==> config.mk <==
export PLATFORM = sky130hd
export DESIGN_NAME = thread_fetch_scheduler_flat
export DESIGN_NICKNAME = d
export VERILOG_FILES = /design/src/rtl/thread_fetch_scheduler_if.sv /design/src/rtl/thread_fetch_scheduler.sv /design/src/flat_wrapper.sv
export SDC_FILE = /design/constraint.sdc
export NUM_CORES = 1
export LEC_CHECK = 0
export ABC_AREA = 1
export CAP_MARGIN = 40
export CORE_MARGIN = 5
export CORE_UTILIZATION = 37
export CTS_BUF_LIST = sky130_fd_sc_hd__clkbuf_2
export DETAILED_ROUTE_END_ITERATION = 10
export PLACE_DENSITY = 0.54
export SETUP_SLACK_MARGIN = 0.1
export SKIP_CTS_REPAIR_TIMING = 1
export SLEW_MARGIN = 20
export SYNTH_ARGS = -nofsm -noshare
export SYNTH_HDL_FRONTEND = slang
export SYNTH_SLANG_ARGS = --single-unit
export TNS_END_PERCENT = 20
==> constraint.sdc <==
create_clock -name clk -period 5.4 [get_ports clk]
set_input_delay 1.08 -clock clk [delete_from_list [all_inputs] [get_ports clk]]
set_output_delay 1.08 -clock clk [all_outputs]
set_load 0.01 [all_outputs]
==> src/rtl/thread_fetch_scheduler_if.sv <==
// Fetch-scheduler control bundle: redirect/miss/clear inputs from the pipeline and the fetch request to IF.
// The master drives the control inputs; the slave (the scheduler) returns the registered fetch request.
interface thread_fetch_scheduler_if;
  logic        stall;
  logic        redirect_valid;
  logic [1:0]  redirect_tid;
  logic [31:0] redirect_pc;
  logic        miss_set;
  logic [1:0]  miss_tid;
  logic [31:0] miss_pc;
  logic        miss_clear;
  logic [1:0]  clear_tid;
  logic        fetch_valid;
  logic [1:0]  fetch_tid;
  logic [31:0] fetch_pc;
  logic [3:0]  thread_ready;

  modport master (
    output stall, redirect_valid, redirect_tid, redirect_pc,
    output miss_set, miss_tid, miss_pc, miss_clear, clear_tid,
    input  fetch_valid, fetch_tid, fetch_pc, thread_ready
  );

  modport slave (
    input  stall, redirect_valid, redirect_tid, redirect_pc,
    input  miss_set, miss_tid, miss_pc, miss_clear, clear_tid,
    output fetch_valid, fetch_tid, fetch_pc, thread_ready
  );
endinterface

==> src/rtl/thread_fetch_scheduler.sv <==
// Round-robin 4-thread fetch scheduler; one registered fetch request per cycle (1-cycle latency).
// stall freezes the fetch request and rotation; redirect/miss/clear updates still land during stall.
module thread_fetch_scheduler #(
  parameter logic [31:0] RESET_PC      = 32'h0000_0000,
  parameter logic [31:0] THREAD_STRIDE = 32'h0000_0400
) (
  input  logic                      clk,
  input  logic                      nReset,
  thread_fetch_scheduler_if.slave   bus
);

  logic [31:0] pc_q [4];
  logic [31:0] pc_d [4];
  logic [3:0]  pending_q, pending_d;
  logic [1:0]  last_tid_q, last_tid_d;
  logic        fetch_valid_q, fetch_valid_d;
  logic [1:0]  fetch_tid_q, fetch_tid_d;
  logic [31:0] fetch_pc_q, fetch_pc_d;
  logic [3:0]  thread_ready_q;

  logic [3:0]  eligible;
  logic [1:0]  sel;
  logic [1:0]  cand;
  logic        any_elig;
  logic        advance;
  logic [31:0] redir_pc;
  logic [31:0] miss_pc;
  logic [31:0] sel_base;

  assign redir_pc = {bus.redirect_pc[31:2], 2'b00};
  assign miss_pc  = {bus.miss_pc[31:2], 2'b00};

  // A thread being parked this cycle is already excluded from selection.
  always_comb begin
    eligible = 4'b0000;
    for (int t = 0; t < 4; t++) begin
      eligible[t] = ~pending_q[t] & ~(bus.miss_set && (bus.miss_tid == 2'(t)));
    end
  end

  // Walk the search order from farthest to nearest so the nearest eligible thread wins.
  always_comb begin
    sel      = last_tid_q;
    cand     = last_tid_q;
    any_elig = 1'b0;
    for (int k = 4; k >= 1; k--) begin
      cand = last_tid_q + 2'(k);
      if (eligible[cand]) begin
        sel      = cand;
        any_elig = 1'b1;
      end
    end
  end

  assign advance  = ~bus.stall & any_elig;
  assign sel_base = (bus.redirect_valid && (bus.redirect_tid == sel)) ? redir_pc : pc_q[sel];

  always_comb begin
    for (int t = 0; t < 4; t++) begin
      pc_d[t] = pc_q[t];
      if (bus.miss_set && (bus.miss_tid == 2'(t)))
        pc_d[t] = miss_pc;
      if (bus.redirect_valid && (bus.redirect_tid == 2'(t)))
        pc_d[t] = redir_pc;
      if (advance && (sel == 2'(t)))
        pc_d[t] = sel_base + 32'd4;
    end
  end

  always_comb begin
    pending_d = pending_q;
    if (bus.miss_clear)
      pending_d[bus.clear_tid] = 1'b0;
    if (bus.miss_set)
      pending_d[bus.miss_tid] = 1'b1;
  end

  always_comb begin
    fetch_valid_d = fetch_valid_q;
    fetch_tid_d   = fetch_tid_q;
    fetch_pc_d    = fetch_pc_q;
    last_tid_d    = last_tid_q;
    if (!bus.stall) begin
      fetch_valid_d = any_elig;
      if (any_elig) begin
        fetch_tid_d = sel;
        fetch_pc_d  = sel_base;
        last_tid_d  = sel;
      end
    end
  end

  always_ff @(posedge clk) begin
    if (nReset) begin
      for (int t = 0; t < 4; t++) begin
        pc_q[t] <= RESET_PC + THREAD_STRIDE * 32'(t);
      end
      pending_q      <= 4'b0000;
      last_tid_q     <= 2'd3;
      fetch_valid_q  <= 1'b0;
      fetch_tid_q    <= 2'd0;
      fetch_pc_q     <= 32'd0;
      thread_ready_q <= 4'b1111;
    end else begin
      for (int t = 0; t < 4; t++) begin
        pc_q[t] <= pc_d[t];
      end
      pending_q      <= pending_d;
      last_tid_q     <= last_tid_d;
      fetch_valid_q  <= fetch_valid_d;
      fetch_tid_q    <= fetch_tid_d;
      fetch_pc_q     <= fetch_pc_d;
      thread_ready_q <= ~pending_d;
    end
  end

  assign bus.fetch_valid  = fetch_valid_q;
  assign bus.fetch_tid    = fetch_tid_q;
  assign bus.fetch_pc     = fetch_pc_q;
  assign bus.thread_ready = thread_ready_q;

endmodule

==> src/flat_wrapper.sv <==
// flat-port wrapper written by rule: the top's interface ports become plain ports
module thread_fetch_scheduler_flat 
#(
  parameter logic [31:0] RESET_PC      = 32'h0000_0000,
  parameter logic [31:0] THREAD_STRIDE = 32'h0000_0400
)
  (clk, nReset, bus_stall, bus_redirect_valid, bus_redirect_tid, bus_redirect_pc, bus_miss_set, bus_miss_tid, bus_miss_pc, bus_miss_clear, bus_clear_tid, bus_fetch_valid, bus_fetch_tid, bus_fetch_pc, bus_thread_ready);
  thread_fetch_scheduler_if bus_i ();
  input  logic clk;
  input  logic nReset;
  input wire logic [$bits(bus_i.stall)-1:0] bus_stall;
  input wire logic [$bits(bus_i.redirect_valid)-1:0] bus_redirect_valid;
  input wire logic [$bits(bus_i.redirect_tid)-1:0] bus_redirect_tid;
  input wire logic [$bits(bus_i.redirect_pc)-1:0] bus_redirect_pc;
  input wire logic [$bits(bus_i.miss_set)-1:0] bus_miss_set;
  input wire logic [$bits(bus_i.miss_tid)-1:0] bus_miss_tid;
  input wire logic [$bits(bus_i.miss_pc)-1:0] bus_miss_pc;
  input wire logic [$bits(bus_i.miss_clear)-1:0] bus_miss_clear;
  input wire logic [$bits(bus_i.clear_tid)-1:0] bus_clear_tid;
  output wire logic [$bits(bus_i.fetch_valid)-1:0] bus_fetch_valid;
  output wire logic [$bits(bus_i.fetch_tid)-1:0] bus_fetch_tid;
  output wire logic [$bits(bus_i.fetch_pc)-1:0] bus_fetch_pc;
  output wire logic [$bits(bus_i.thread_ready)-1:0] bus_thread_ready;
  assign bus_i.stall = bus_stall;
  assign bus_i.redirect_valid = bus_redirect_valid;
  assign bus_i.redirect_tid = bus_redirect_tid;
  assign bus_i.redirect_pc = bus_redirect_pc;
  assign bus_i.miss_set = bus_miss_set;
  assign bus_i.miss_tid = bus_miss_tid;
  assign bus_i.miss_pc = bus_miss_pc;
  assign bus_i.miss_clear = bus_miss_clear;
  assign bus_i.clear_tid = bus_clear_tid;
  assign bus_fetch_valid = bus_i.fetch_valid;
  assign bus_fetch_tid = bus_i.fetch_tid;
  assign bus_fetch_pc = bus_i.fetch_pc;
  assign bus_thread_ready = bus_i.thread_ready;
  thread_fetch_scheduler #(.RESET_PC(RESET_PC), .THREAD_STRIDE(THREAD_STRIDE)) u_core (.clk(clk), .nReset(nReset), .bus(bus_i));
endmodule
[After elaboration in Yosys (flattened, before gate mapping)]
Memory sizes are Yosys's and may differ from the RTL's.
Index checks and enable logic that the tools add are counted.
W data, S select, Z words.
Word-level totals
  bits in registers: 45
  output and inout port bits: 39
  input bits: 76
  RAM bits: 128
  logic and storage cells: 119
  memories kept: 1
Operators by class
  bitwise operators: 22
  equality and inequality tests: 14
  add/subtract/negate cells: 4
  reductions and logical operators: 23
  muxes and demuxes: 41
  order comparisons: 8
Memory list
  u_core.pc_q: words 4, bits a word 32, rd ports 1, clocked after memory_dff 0, wr ports 4, RTL line thread_fetch_scheduler.sv:12  | logic [31:0] pc_q [4];
Operators with widths (number)
  $mux W32: 17
  $add A32 B3 Y32 const B: 1
  $lt A2 B3 Y1 const B: 6
  $logic_and A1 B1 Y1: 15
  $mux W1: 13
  $eq A2 B2 Y1 const B: 6
  $ne A3 B3 Y1 const B: 4
  $reduce_and A2 Y1: 5
  $not A1 Y1: 9
  $bmux W1 S2: 4
  $mux W4: 2
  $not A4 Y4: 2
  $eq A2 B1 Y1 const B: 3
  $logic_not A2 Y1: 3
  $mux W2: 3
  $and A1 B1 Y1: 5
  $add A2 B2 Y2 const B: 2
  $and A4 B4 Y4: 1
  $demux W1 S2: 2
  $ge A2 B1 Y1 const B: 2
  $or A1 B1 Y1: 4
  $or A4 B4 Y4: 1
  $add A2 B1 Y2 const B: 1
  $eq A2 B2 Y1: 1

[Depth between registers and ports, before layout]
Gate-level depths: netlist of the first run.
  word-level depth: 15
  mapped depth: 27

[Worst setup path before layout of the first run]
Ideal clock, no wire load.
  path type: in2reg
  start: input bus_miss_tid[1]
  end: memory u_core.pc_q[3][0] (enable)
  path slack: 0.933 ns
  path buffers: 4
  library setup time: 0.629 ns
  cell stages on the path: 16
  arrival time: 3.838 ns
  data required time: 4.771 ns
  path through: nor2_1 nand2_1 nand3_1 nand2_1 nand2_1 nand2_1 inv_2 nand3_1 nand2_2 buf_4 buf_4 nor2_4 inv_1 clkbuf_1 clkbuf_1 nand4_1
RTL lines
  start: declaration: RTL line flat_wrapper.sv:16  | input wire logic [$bits(bus_i.miss_tid)-1:0] bus_miss_tid;
  end: declaration: RTL line thread_fetch_scheduler.sv:12

==> results of run 1 <==
## cells in the final DEF, fill, tap and decap left out, drive strengths merged, types with 6 or more instances in the layout
cell	synthesis	final
edfxtp	128	128
buf	31	52
nor3	11	11
inv	321	332
nand4	13	13
nand3	155	155
xor2	6	6
a22oi	6	6
o211ai	15	15
nand2	689	689
clkdlybuf4s50	0	110
clkbuf	66	17
dfxtp	45	45
a21oi	149	149
o21ai	177	177
nor2	88	88
## layer usage
layer / vias up / global-route usage
li1: 6218 / -
met1: 5800 / 0.349
met2: 565 / 0.412
met3: 84 / 0.0587
met4: 4 / 0.0815
met5: - / 0
## power by group through the flow
stage,Combinational (mW),Clock [mW],Sequential [mW]
finish,3.70,0.768,1.81
CTS,3.62,0.779,1.81
floorplan,2.19,0,1.85
detailed placement,3.61,0,1.84
global route,4.05,0.832,1.84
global placement,3.59,0,1.84
## tightest hold or removal path, delay by kind of cell, from the launching register on
| kind | cells | cell delay, ps |
|---|---|---|
| and+or+nand+nor | 1 | 50 |
| AOI/OAI and AO/OA | 1 | 50 |
| DFF | 1 | 390 |
## cell families (layout without fill, tap and decap cells)
group                      after synthesis  after routing  share of synthesized area
and+or+nand+nor                        957            957                      0.319
buffers and inverters                  418            515                      0.135
AOI/OAI and AO/OA                      352            352                      0.151
DFF                                    173            173                      0.389
xor gates and xnor gates                 7              7                    0.00502
adders and majority gates                1              1                    0.00102
other                                    0              5                          0
## layout make-up
class / instances / area, um^2
Fill cell: 3556 / 18400
Timing Repair Buffer: 162 / 1540
Clock inverter: 15 / 168
Clock buffer: 17 / 85.1
Inverter: 321 / 1200
Tap cell: 442 / 553
Sequential cell: 173 / 4740
Antenna cell: 5 / 12.5
Multi-Input combinational cell: 1317 / 5850
## stage by stage
stage	hold slack [ps]	cell area, um^2
floorplan	481	12200
global placement	451	13900
detailed placement	458	13900
CTS	491	14100
global route	530	14200
finish	488	14200
## state kept, by name, indices dropped and copies added, names as in the netlist
name	count
u_core.bus.fetch_valid	1
u_core.bus.thread_ready	4
u_core.pending_q	4
u_core.bus.fetch_tid	2
u_core.bus.fetch_pc	32
u_core.last_tid_q	2
u_core.pc_q	128
## final timing paths
kind / from / end / slack [ps] / cells after the start
worst max-delay path: bus_miss_tid[1] / u_core.pc_q[2][25]$_SDFFCE_PN0P_ / 1020 / 25
worst min-delay path: u_core.bus.fetch_valid$_SDFFE_PP0N_ / u_core.bus.fetch_valid$_SDFFE_PP0N_ / 490 / 2
worst max register to register: u_core.last_tid_q[0]$_SDFFE_PP1P_ / u_core.pc_q[0][20]$_SDFFCE_PN0P_ / 1300 / 24
worst min register to register: u_core.bus.fetch_valid$_SDFFE_PP0N_ / u_core.bus.fetch_valid$_SDFFE_PP0N_ / 490 / 2
==> results_tabular.tex, run 1 <==
\begin{tabular}{lr}
\hline
Metric & Value \\
\hline
\multicolumn{2}{l}{\textbf{Final layout}} \\
Fraction of final layout cells sized beyond drive strength 1 & 0.0599 \\
Layout-stage area growth over the synthesis result & 16.0\% \\
Number of nets in the layout & 2,069 \\
Utilization after layout & 0.435 \\
Non-filler cells, final & 2,452 \\
\multicolumn{2}{l}{\textbf{Setup path}} \\
Crit path required time & 6030 ps \\
Combined buffer and inverter count along the critical path & 5 \\
Arrival time of the worst setup path & 5010 ps \\
Slowest cell on crit path & clkdlybuf4s50\_1 \\
CP Capture Type & flop \\
Cell type group with the largest total delay on the critical path & simple AND/OR/NAND/NOR gates \\
Nature of the critical path startpoint & primary input \\
CP peak stage delay & 520 ps \\
Critical Path Most Common Cell & nand2\_1 \\
Worst setup path category & primary input to flop \\
Largest fanout on the critical path & 18 \\
\multicolumn{2}{l}{\textbf{Status}} \\
Result of the run & complete, no violations \\
\multicolumn{2}{l}{\textbf{Floorplan}} \\
Chip width & 192 um \\
Std-Cell Rows & 66 \\
Die H & 192 um \\
Top-Level Pins & 115 \\
Initial core utilization & 0.375 \\
Placeable Area & 0.0325 mm\^{}2 \\
Area of the die & 0.0367 mm\^{}2 \\
\multicolumn{2}{l}{\textbf{Timing}} \\
Final sum of negative setup slack & 0 ps \\
Worst Max-Slew Pin Slew & 868 ps \\
Setup violators final & 0 \\
Number of endpoints with negative hold slack in the final report & 0 \\
Shortest clock period the worst path allows after layout & 4380 ps \\
Setup repair after global routing missed its margin & false \\
Final worst-path cycle share & 0.811 \\
Number of pins exceeding their max-slew limit in the final report & 0 \\
Min setup slack post-route & 1020 ps \\
Clock skew & 29.5 ps \\
Worst-case headroom to the max-slew limit & 0.420 \\
Achievable Freq & 228 MHz \\
\multicolumn{2}{l}{\textbf{Synthesis}} \\
Top cells by count, synth & nand2\_1, inv\_1, o21ai\_0 \\
Synth area leaders & edfxtp\_1, nand2\_1, inv\_1 \\
Largest area contributor in the synthesized netlist & edfxtp\_1 \\
Most used flip-flop cell after synthesis & edfxtp\_1 \\
Count leader, synth & nand2\_1 \\
Distinct cell type count of the synthesized netlist & 31 \\
Share of the synthesized area in the top cell type & 0.315 \\
Net count after synthesis & 1,985 \\
Synthesized flop and latch total & 173 \\
Post-synthesis area per instance & 6.40 um\^{}2 \\
Post-synthesis sequential area ratio & 0.389 \\
Cells after synthesis & 1,908 \\
Share of synthesized registers carrying an async set or reset & 0 \\
Synth warn & 0 \\
Number of flops mapped to enable cells by yosys & 128 \\
Summed instance area of the synthesized netlist & 0.0122 mm\^{}2 \\
\multicolumn{2}{l}{\textbf{Global route}} \\
Total overflow reported by the global router & 0 \\
Largest net degree at the start of global routing & 65 \\
Initial antenna violation count & 3 \\
Wire length of the first global-routing pass & 71,300 um \\
Vias in the first global route & 12,027 \\
Global-route total usage across every layer & 0.258 \\
\multicolumn{2}{l}{\textbf{Power}} \\
Total power & 6.28 mW \\
Logic pwr share & 0.589 \\
Worst IR Drop VDD & 0.185 mV \\
Total power per unit cell area & 443 mW/mm\^{}2 \\
Pint & 2.93 mW \\
Total leakage power & 7.07 nW \\
Net switching fraction of the power & 0.534 \\
Share of total power in the clock network & 0.122 \\
Share of power burned in registers & 0.289 \\
Net Sw Power & 3.35 mW \\
\multicolumn{2}{l}{\textbf{Clocking}} \\
CTS Buf Count & 17 \\
Clock tree from TritonCTS & built \\
Clock slew at the register clock pins of the worst setup and hold paths & 320 ps \\
Number of buffers on the longest clock path & 2 \\
Clock net sink count & 173 \\
Number of H-tree levels & 4 \\
Clk root buf & clkbuf\_2 \\
Source-to-sink clock delay at the later pin of the worst-skew pair & 840 ps \\
\multicolumn{2}{l}{\textbf{Placed design}} \\
Global placer's final weighted congestion & 0.938 \\
Post-Place Setup Slack & 179 ps \\
Cell Count Post-Placement & 2,415 \\
DP Wirelength & 31,000 um \\
I/O Buffers & 110 \\
\multicolumn{2}{l}{\textbf{Drt}} \\
First-pass iteration count of the detailed router & 5 \\
Total length of routed wires & 47,500 um \\
First DRT Iteration DRCs & 1,373 \\
Antenna Nets Post-Route & 0 \\
Via count normalized by instance count & 5.17 \\
Routed WL per cell & 19.4 um \\
Metal1 wirelength & 20,800 um \\
Highest metal layer with signal wires & met5 \\
Residual DRC & 0 \\
Vias after detailed routing & 12,671 \\
Wire length on met3 & 4250 um \\
Met2 wire len & 21,300 um \\
\multicolumn{2}{l}{\textbf{Job}} \\
Number of max-cap violations & 0 \\
\multicolumn{2}{l}{\textbf{Worst hold path}} \\
Hold/Removal Path Class & flop to flop \\
\hline
\end{tabular}
Note: power is estimated with default switching activity, not from simulation.
==> run 2: changes to the inputs <==
==> constraint.sdc (replaced) <==
create_clock -name clk -period 4.5 [get_ports clk]
set_input_delay 0.9 -clock clk [delete_from_list [all_inputs] [get_ports clk]]
set_output_delay 0.9 -clock clk [all_outputs]
set_load 0.01 [all_outputs]
==> results_tabular.tex, run 2 (synthesized netlist as in run 1, its figures left out) <==
\begin{tabular}{lr}
\hline
Metric & Value \\
\hline
\multicolumn{2}{l}{\textbf{Clocking}} \\
Clk root buf & clkbuf\_2 \\
Number of buffers on the longest clock path & 2 (unchanged) \\
Source-to-sink clock delay at the later pin of the worst-skew pair & 890 ps (+50 ps) \\
Clock net sink count & 173 (unchanged) \\
Clock tree from TritonCTS & built \\
Clock slew at the register clock pins of the worst setup and hold paths & 270 ps (-50 ps) \\
CTS Buf Count & 17 (unchanged) \\
Number of H-tree levels & 4 (unchanged) \\
\multicolumn{2}{l}{\textbf{Setup path}} \\
Largest fanout on the critical path & 9 (-9) \\
Timing endpoint of the critical path & u\_core.pc\_q[2][28]\$\_SDFFCE\_PN0P\_ \\
Stages on the worst setup path & 23 (-8.0\%) \\
CP peak stage delay & 620 ps (+100 ps) \\
Crit path required time & 5110 ps (-920 ps) \\
Combined buffer and inverter count along the critical path & 4 (-1) \\
Cell breakdown of the critical path & inv\_2, nand3\_1, nand2\_1, nand2\_1, nand2\_1, inv\_2, o21ai\_2, nand2\_1, nand2\_2, o21ai\_1, nor2\_4, buf\_4, o21ai\_2, ha\_1, nand3\_1, nor2\_2, nand2\_2, nor2\_4, nand2\_1, nand2\_1, nand3\_1, nand2\_1, inv\_1 \\
CP Capture Type & flop \\
Reg2reg path depth & 23 (-4.2\%) \\
Worst Setup SP & u\_core.last\_tid\_q[0]\$\_SDFFE\_PP1P\_ \\
Arrival time of the worst setup path & 4410 ps (-600 ps) \\
Worst setup path category & flop to flop \\
Cell type group with the largest total delay on the critical path & simple AND/OR/NAND/NOR gates \\
Endpoint of the lowest-slack register-to-register path & u\_core.pc\_q[2][28]\$\_SDFFCE\_PN0P\_ \\
Critical Path Most Common Cell & nand2\_1 \\
Critical R2R Launch & u\_core.last\_tid\_q[0]\$\_SDFFE\_PP1P\_ \\
FF-to-FF setup slack & 700 ps (-600 ps) \\
Slowest cell on crit path & dfxtp\_1 \\
Nature of the critical path startpoint & flop \\
\multicolumn{2}{l}{\textbf{Floorplan}} \\
Placeable Area & 0.0325 mm\^{}2 (unchanged) \\
Std-Cell Rows & 66 (unchanged) \\
Chip width & 192 um (unchanged) \\
Initial core utilization & 0.375 (unchanged) \\
Area of the die & 0.0367 mm\^{}2 (unchanged) \\
Die H & 192 um (unchanged) \\
Top-Level Pins & 115 (unchanged) \\
\multicolumn{2}{l}{\textbf{Final layout}} \\
Highest-count cells in the layout ignoring fill and taps & nand2\_1, inv\_1, o21ai\_0, nand3\_1, a21oi\_1 \\
Largest Register & u\_core.pc\_q \\
Utilization after layout & 0.463 (+0.0275) \\
Non-filler cells, final & 2,553 (+4.1\%) \\
Number of flip-flops in the largest register & 128 (unchanged) \\
Layout-stage area growth over the synthesis result & 23.3\% \\
Summed area of non-filler cells in the final layout & 0.0151 mm\^{}2 (+6.3\%) \\
Number of nets in the layout & 2,171 (+4.9\%) \\
Fraction of final layout cells sized beyond drive strength 1 & 0.105 (+0.0455) \\
Number of filler instances in the final layout & 3,421 (-3.8\%) \\
Most common cell after layout, fill and taps aside & nand2\_1 \\
\multicolumn{2}{l}{\textbf{Global route}} \\
Largest net degree at the start of global routing & 67 (+3.1\%) \\
Initial antenna violation count & 2 (-1) \\
Total overflow reported by the global router & 0 (unchanged) \\
Vias in the first global route & 12,236 (+1.7\%) \\
Global-route total usage across every layer & 0.261 (+0.00343) \\
Wire length of the first global-routing pass & 72,400 um (+1.5\%) \\
\multicolumn{2}{l}{\textbf{Placed design}} \\
Global placer's final weighted congestion & 0.956 (+1.8\%) \\
Cell Count Post-Placement & 2,517 (+4.2\%) \\
Placed standard-cell area & 0.0148 mm\^{}2 (+6.2\%) \\
DP Wirelength & 32,800 um (+5.6\%) \\
I/O Buffers & 110 (unchanged) \\
\multicolumn{2}{l}{\textbf{Drt}} \\
Via count normalized by instance count & 5.11 (-1.0\%) \\
Routed WL per cell & 18.8 um (-2.8\%) \\
Vias after detailed routing & 13,058 (+3.1\%) \\
Total length of routed wires & 48,000 um (+1.2\%) \\
Antenna Nets Post-Route & 0 (unchanged) \\
Residual DRC & 0 (unchanged) \\
First-pass iteration count of the detailed router & 6 (+1) \\
First DRT Iteration DRCs & 1,448 (+5.5\%) \\
\multicolumn{2}{l}{\textbf{Worst hold path}} \\
Hold path startpoint & u\_core.bus.fetch\_tid[0]\$\_SDFFE\_PP0P\_ \\
Hold/Removal Path Class & flop to flop \\
Cells on Worst Hold Path & 2 (unchanged) \\
\multicolumn{2}{l}{\textbf{Status}} \\
Result of the run & complete, no violations \\
\multicolumn{2}{l}{\textbf{Timing}} \\
Number of pins exceeding their max-slew limit in the final report & 0 (unchanged) \\
Final-layout worst hold slack & 484 ps (-3.72 ps) \\
Shortest clock period the worst path allows after layout & 3800 ps \\
Final sum of negative setup slack & 0 ps (unchanged) \\
Achievable Freq & 263 MHz \\
Final worst-path cycle share & 0.845 \\
Setup repair after global routing missed its margin & false \\
Clock skew & 82.5 ps (+53.0 ps) \\
Setup violators final & 0 (unchanged) \\
Worst-case headroom to the max-slew limit & 0.422 (+0.00149) \\
Worst Max-Slew Pin Slew & 866 ps (-2.23 ps) \\
Number of endpoints with negative hold slack in the final report & 0 (unchanged) \\
\multicolumn{2}{l}{\textbf{Job}} \\
Number of max-cap violations & 0 (unchanged) \\
\multicolumn{2}{l}{\textbf{Power}} \\
Total leakage power & 7.61 nW (+7.7\%) \\
Worst IR Drop VDD & 0.252 mV (+36\%) \\
Total power per unit cell area & 545 mW/mm\^{}2 (+23\%) \\
\hline
\end{tabular}
[run 2: layout make-up]
cell class,count,area [um^2],share of cell area
antenna,4,10.0,0.000665
clock buffer,17,85.1,0.00565
clock inverter,15,208,0.0138
inverter,321,1200,0.0800
multi-input combinational,1317,5850,0.389
sequential,173,4740,0.315
tap,442,553,0.0367
timing repair buffer,264,2390,0.159
[run 2: power breakdown]
group	switching, mW	leakage (nW)	total, mW	internal (mW)
Sequential	0.0978	1.74	2.17	2.08
Clock	0.653	0.170	1.03	0.376
Combinational	3.28	5.70	5.00	1.72
Total	4.03	7.61	8.20	4.17
[run 2: worst min-delay path by stage]
stage	to	slack, ps
4_1_cts	u_core.bus.fetch_tid[0]$_SDFFE_PP0P_	490
2_1_floorplan	u_core.bus.fetch_valid$_SDFFE_PP0N_	480
5_1_grt	u_core.bus.fetch_tid[1]$_SDFFE_PP0P_	520
3_5_place_dp	u_core.bus.fetch_tid[1]$_SDFFE_PP0P_	460
6_report	u_core.bus.fetch_tid[0]$_SDFFE_PP0P_	480
3_3_place_gp	u_core.bus.fetch_valid$_SDFFE_PP0N_	450
[run 2: per-stage QoR]
step           setup slack (ps)  total power [mW]
6_report                    699              8.20
4_1_cts                     739              8.15
3_5_place_dp               -141              7.11
5_1_grt                     326              8.77
3_3_place_gp              -50.5              7.09
2_1_floorplan               213              4.85
[run 2: tightest hold or removal path, stage by stage (launching register included)]
cell and delay (ps):
dfxtp_1 370, nand2_1 60, a21oi_1 60
[run 2: metal layers]
metal	wire length [um]	share of wire	GRT usage	up-vias
met5	13	0.00027	0	-
met3	3930	0.082	0.0447	84
met1	21400	0.45	0.364	5959
met4	1070	0.022	0.0749	2
li1	-	-	-	6432
met2	21600	0.45	0.420	581
==> variant 1 (settings of run 1) <==
Take the reset off `pending_q` and load it in a clocked block of its own.
--- a/src/rtl/thread_fetch_scheduler.sv
+++ b/src/rtl/thread_fetch_scheduler.sv
@@ -97,3 +97,2 @@
       end
-      pending_q      <= 4'b0000;
       last_tid_q     <= 2'd3;
@@ -107,3 +106,2 @@
       end
-      pending_q      <= pending_d;
       last_tid_q     <= last_tid_d;
@@ -114,2 +112,6 @@
     end
+  end
+
+  always_ff @(posedge clk) begin
+    pending_q <= pending_d;
   end
Check against the original RTL: not equivalent (a bounded check fails within 4 cycles, from zero or initial values and one cycle with nReset high).
==> variant 1 against run 1 <==
Routed wire length increased by 1.8%. Setup slack improved by 0.19 ns. Sequential cell count unchanged. Via count increased by 1.1%. Cell area increased by 0.25%. Synthesized area decreased by 0.13%. Worst hold slack improved by 0.0038 ns. Critical path type unchanged.
Power is not shown: default switching activity piles up to over one toggle a cycle in this logic, so the estimate is an artifact.
==> variant 1: results (changes against run 1) <==
Synth
The net count of the mapped netlist was 1976 (-0.45%). The sequential share of the synthesized area is 38.92% (+0.052 points). The area fraction in compound gates after synthesis is 15.29% (+0.19 points).

The distinct cell type count of the synthesized netlist is 36 (+16%). The fraction of synthesized cell area taken by the top area cell type came to 31.53% (+0.042 points). The mean cell area of the mapped netlist is 6.419 sq um (+0.34%). The adder and majority cell fraction of the synthesized area is 0.1026% (+0.00014 points).

In the synthesized netlist, the cells that appear most often are nand2_1, inv_1, o21ai_0. Yosys attributes the largest share of cell area to edfxtp_1, nand2_1, inv_1, dfxtp_1, o21ai_0.

Placement
The estimated wirelength of the detail-placed design came to 31710 um (+2.2%). The number of instances in the placed design is 2409 (-0.25%). The cell area after placement is 13940 sq um (+0.33%). The global placer's final weighted congestion is 0.9337 (-0.50%). The worst setup slack before clock tree synthesis is 0.3876 ns (+0.2083 ns).

Global routing
The total routing resource utilization after global routing is 26.12% (+0.32 points). The initial antenna violation count was 2 (-1). The via count of the first global-routing pass was 11670 (-3.0%).

The largest net degree at the start of global routing was 68 (+4.6%). The first-pass GRT wire length came to 71460 um (+0.17%).

Clock network
The post-CTS clock slew at the launch and capture registers of the worst setup and hold paths is 0.28 ns (-0.04 ns). The deepest clock path buffer count is 2 (unchanged).

Setup path
In this run the critical register-to-register path is captured at u_core.pc_q[3][20]. The critical path arrival is 4.80 ns (-0.21 ns). The cell family contributing the most delay on the critical path is simple AND/OR/NAND/NOR gates. The setup slack on the worst flop-to-flop path is 1.37 ns (+0.07 ns).

Layout
The proportion of layout cells with a drive suffix above 1 came to 6.303% (+0.32 points). The number of nets in the layout came to 2063 (-0.29%).

Routing
The total via count after detailed routing is 12810 (+1.1%). The per-cell via count in the routed design is 5.247 (+1.5%). The first-iteration detailed-routing DRC count is 1581 (+15%). The routed wirelength normalized by instance count is 19.80 um (+2.3%). The total iterations of the first detailed-routing run is 6 (+1).

Timing
The actual transition at the worst max-transition pin is 0.8502 ns (-0.01817 ns). The tightest hold margin came to 0.4918 ns (+0.003816 ns). The clock tree skew after final layout is 0.06476 ns (+0.03528 ns).

Min path
The class of the tightest hold or removal check is flop to flop.

Outcome
The run finished with clean final reports.
-- variant 1: cell count changes after synthesis, moves of 4 or more --
cell             run 1  this run
nand2_1            684       666
inv_2                7        11
inv_1              314       287
nand3_1            154       149
o21ai_1              7        13
buf_2               12        18
buf_4                8         1
o21ai_2              5         1
nand4_1             13         7
o21ai_0            165       172
clkinv_1             0         4
nand3b_1             0        13
nor3_1              11        15
nor2_1              80        86
-- variant 1: metal layers --
| layer | track usage (%) | share of wire, % | up-vias |
|---|---|---|---|
| met5 | 0 | 0.027 | - |
| met4 | 8.232 | 2.8 | 2 |
| met3 | 5.077 | 9.3 | 92 |
| met2 | 41.86 | 45 | 638 |
| met1 | 35.69 | 43 | 5863 |
| li1 | - | - | 6219 |
-- variant 1: how the worst max path moves through the flow --
| stage | from | end | slack (ns) | cells after the start |
|---|---|---|---|---|
| 6_report | bus_miss_tid[0] | u_core.pc_q[3][20] | 1.21 | 26 |
| 5_1_grt | bus_miss_tid[1] | u_core.pc_q[1][25] | 1.01 | 26 |
| 4_1_cts | bus_miss_tid[0] | u_core.pc_q[3][20] | 1.32 | 26 |
| 3_5_place_dp | bus_miss_tid[0] | u_core.pc_q[3][20] | 0.39 | 26 |
| 3_3_place_gp | bus_miss_set | u_core.pc_q[0][20] | 0.47 | 26 |
| 2_1_floorplan | bus_miss_tid[1] | u_core.pc_q[2][0] | 1.29 | 15 |
-- variant 1: cell type report --
type                            count  area [sq um]
Clock buffer                       17         85.08
Inverter                          303          1140
Sequential cell                   173          4745
Timing Repair Buffer              164          1564
Tap cell                          442         553.0
Antenna cell                        1         2.502
Clock inverter                     15         166.4
Fill cell                        3461         18340
Multi-Input combinational cell   1327          5938
==> variant 2 (settings of run 1) <==
Made on the original files. `THREAD_STRIDE` is set to 32'h0000_0400 in 2 places; all go to 32'h00000200.
--- a/src/rtl/thread_fetch_scheduler.sv
+++ b/src/rtl/thread_fetch_scheduler.sv
@@ -4,3 +4,3 @@
   parameter logic [31:0] RESET_PC      = 32'h0000_0000,
-  parameter logic [31:0] THREAD_STRIDE = 32'h0000_0400
+  parameter logic [31:0] THREAD_STRIDE = 32'h00000200
 ) (
--- a/src/flat_wrapper.sv
+++ b/src/flat_wrapper.sv
@@ -4,3 +4,3 @@
   parameter logic [31:0] RESET_PC      = 32'h0000_0000,
-  parameter logic [31:0] THREAD_STRIDE = 32'h0000_0400
+  parameter logic [31:0] THREAD_STRIDE = 32'h00000200
 )
Check against the original RTL: not equivalent (a bounded check fails within 4 cycles, from zero or initial values and one cycle with nReset high).
==> variant 2 against run 1 <==
Sequential share of layout area is essentially flat. Fmax decreased by 2.2%. Synthesized area about the same. Setup slack lost 0.096 ns. Power up 0.53%. Cell area is essentially flat. Sequential cell count did not move. Non-clock buffer count rose by 2. Combinational power is essentially flat. Register-to-register slack got worse by 0.21 ns. Routed wire length is 0.66% lower. Global-route usage shrank 0.25 points. Critical path type unchanged.
==> variant 2: results (changes against run 1) <==
Synth
The adder and majority cell fraction of the synthesized area is 0.1026% (about the same). The sequential share of the synthesized area came to 38.89% (about the same). The area fraction in compound gates after synthesis was 15.27% (+0.17 points). In the synthesized netlist, the cells that appear most often are nand2_1, inv_1, o21ai_0. The xor-xnor portion of the synthesized cell area is 0.5026% (about the same).

The net count of the mapped netlist is 1981 (-0.20%). Sorting the synthesized cells by area gives the leading types as edfxtp_1, nand2_1, inv_1, dfxtp_1, o21ai_0.

Setup path
The highest cell delay on the worst timing path is 0.74 ns (+0.22 ns). The kind of cell with the highest combined delay along the critical path is buffers and inverters. The number of cells traversed by the worst register-to-register path is 16 (-33%).

The endpoint of the lowest-slack register-to-register path is u_core.pc_q[2][23]. The highest net fanout along the worst path is 27 (+9). The setup slack on the worst flop-to-flop path is 1.09 ns (-0.21 ns). The cell with the largest stage delay on the worst path is inv_2.

Global routing
The first-pass GRT wire length is 70860 um (-0.66%). The initial antenna violation count was 1 (-2). The via count of the first global-routing pass is 11760 (-2.2%).

The total routing resource utilization after global routing is 25.55% (-0.25 points).

Timing
The clock tree skew after final layout is 0.07856 ns (+0.04908 ns). The actual transition at the worst max-transition pin was 0.8415 ns (-0.02683 ns).

Layout
The filler cell count in the final layout is 3511 (-1.3%). The proportion of layout cells with a drive suffix above 1 is 6.038% (+0.053 points). The number of nets in the layout is 2068 (-0.048%).

Placement
The global placer's final weighted congestion is 0.9698 (+3.3%). The estimated wirelength of the detail-placed design was 31400 um (+1.2%). The number of buffer cells added on primary ports was 110 (unchanged).

The cell area after placement is 13890 sq um (about the same).

Pwr
The leakage power total was 7.083 nW (+0.25%). The worst vdd rail ir drop was 0.1889 mV (+2.1%).

Routing
The per-cell via count in the routed design is 5.193 (+0.50%). The routed wirelength normalized by instance count is 19.27 um (-0.45%). The first-iteration detailed-routing DRC count is 1361 (-0.87%). The total iterations of the first detailed-routing run is 6 (+1).

Outcome
The run finished with clean final reports.

Clock network
The latest clock arrival within the worst-skew pair was 0.89 ns (+0.05 ns).

Min path
In this run the worst hold path is classified as flop to flop.
## variant 2: cell type report
| class | instances | area [sq um] | area share, % |
|---|---|---|---|
| well taps | 442 | 553.0 | 3.903 |
| clock inverters | 15 | 196.4 | 1.386 |
| diodes | 1 | 2.502 | 0.01766 |
| repair buffers | 164 | 1539 | 10.86 |
| flip-flops and latches | 173 | 4745 | 33.48 |
| clock buffers | 17 | 85.08 | 0.6004 |
| inverters | 321 | 1205 | 8.503 |
| multi-input cells | 1314 | 5846 | 41.25 |
## variant 2: stage by stage
step | setup slack (ns) | util, % | hold WS (ns) | cells
after CTS | 1.067 | 43.55 | 0.4771 | 2446
after detailed placement | 0.08623 | 42.68 | 0.4498 | 2414
after global routing | 0.7264 | 43.55 | 0.5096 | 2447
final | 0.9241 | 43.55 | 0.4734 | 2447
after floorplan | 0.9439 | - | 0.4805 | 1904
after global placement | 0.2112 | 42.64 | 0.4443 | 2413
## variant 2: worst max-delay path by stage
stage | to | slack [ns] | cells past startpoint
finish | u_core.pc_q[2][23] | 0.92 | 19
global route | u_core.pc_q[2][23] | 0.73 | 19
CTS | u_core.pc_q[2][25] | 1.07 | 19
detailed placement | u_core.pc_q[2][11] | 0.09 | 19
global placement | u_core.pc_q[2][12] | 0.21 | 19
floorplan | u_core.pc_q[3][0] | 0.94 | 16
## variant 2: worst reg2reg max path, stage by stage, from the launching register on
cell and delay (ns):
dfxtp_1 0.66, inv_2 0.17, nand3_1 0.14, nand2_1 0.10
nand2_1 0.12, nand2_1 0.07, inv_2 0.08, nand3_2 0.09
nand2_2 0.29, buf_4 0.50, nor2_4 0.08, inv_2 0.39
a31oi_1 0.40, inv_2 0.74, a21oi_1 0.09, nand2_1 0.10
inv_1 0.04
## variant 2: kinds of logic after synthesis
family,Yosys count
buffers and inverters,417
adders and majority gates,1
DFF,173
AOI/OAI and AO/OA,356
xor gates and xnor gates,7
and+or+nand+nor,950
## variant 2: metal layers
metal	global-route usage [%]	vias up	wire, um
met5	0	-	0
met4	7.818	0	1190
met1	35.91	5827	21160
li1	-	6214	-
met2	40.37	579	20850
met3	4.398	88	3952
## variant 2: report_power, final
group	internal [mW]	switching (mW)	total [mW]
logic	1.02	2.67	3.69
registers	1.73	0.0824	1.81
clock network	0.174	0.635	0.809
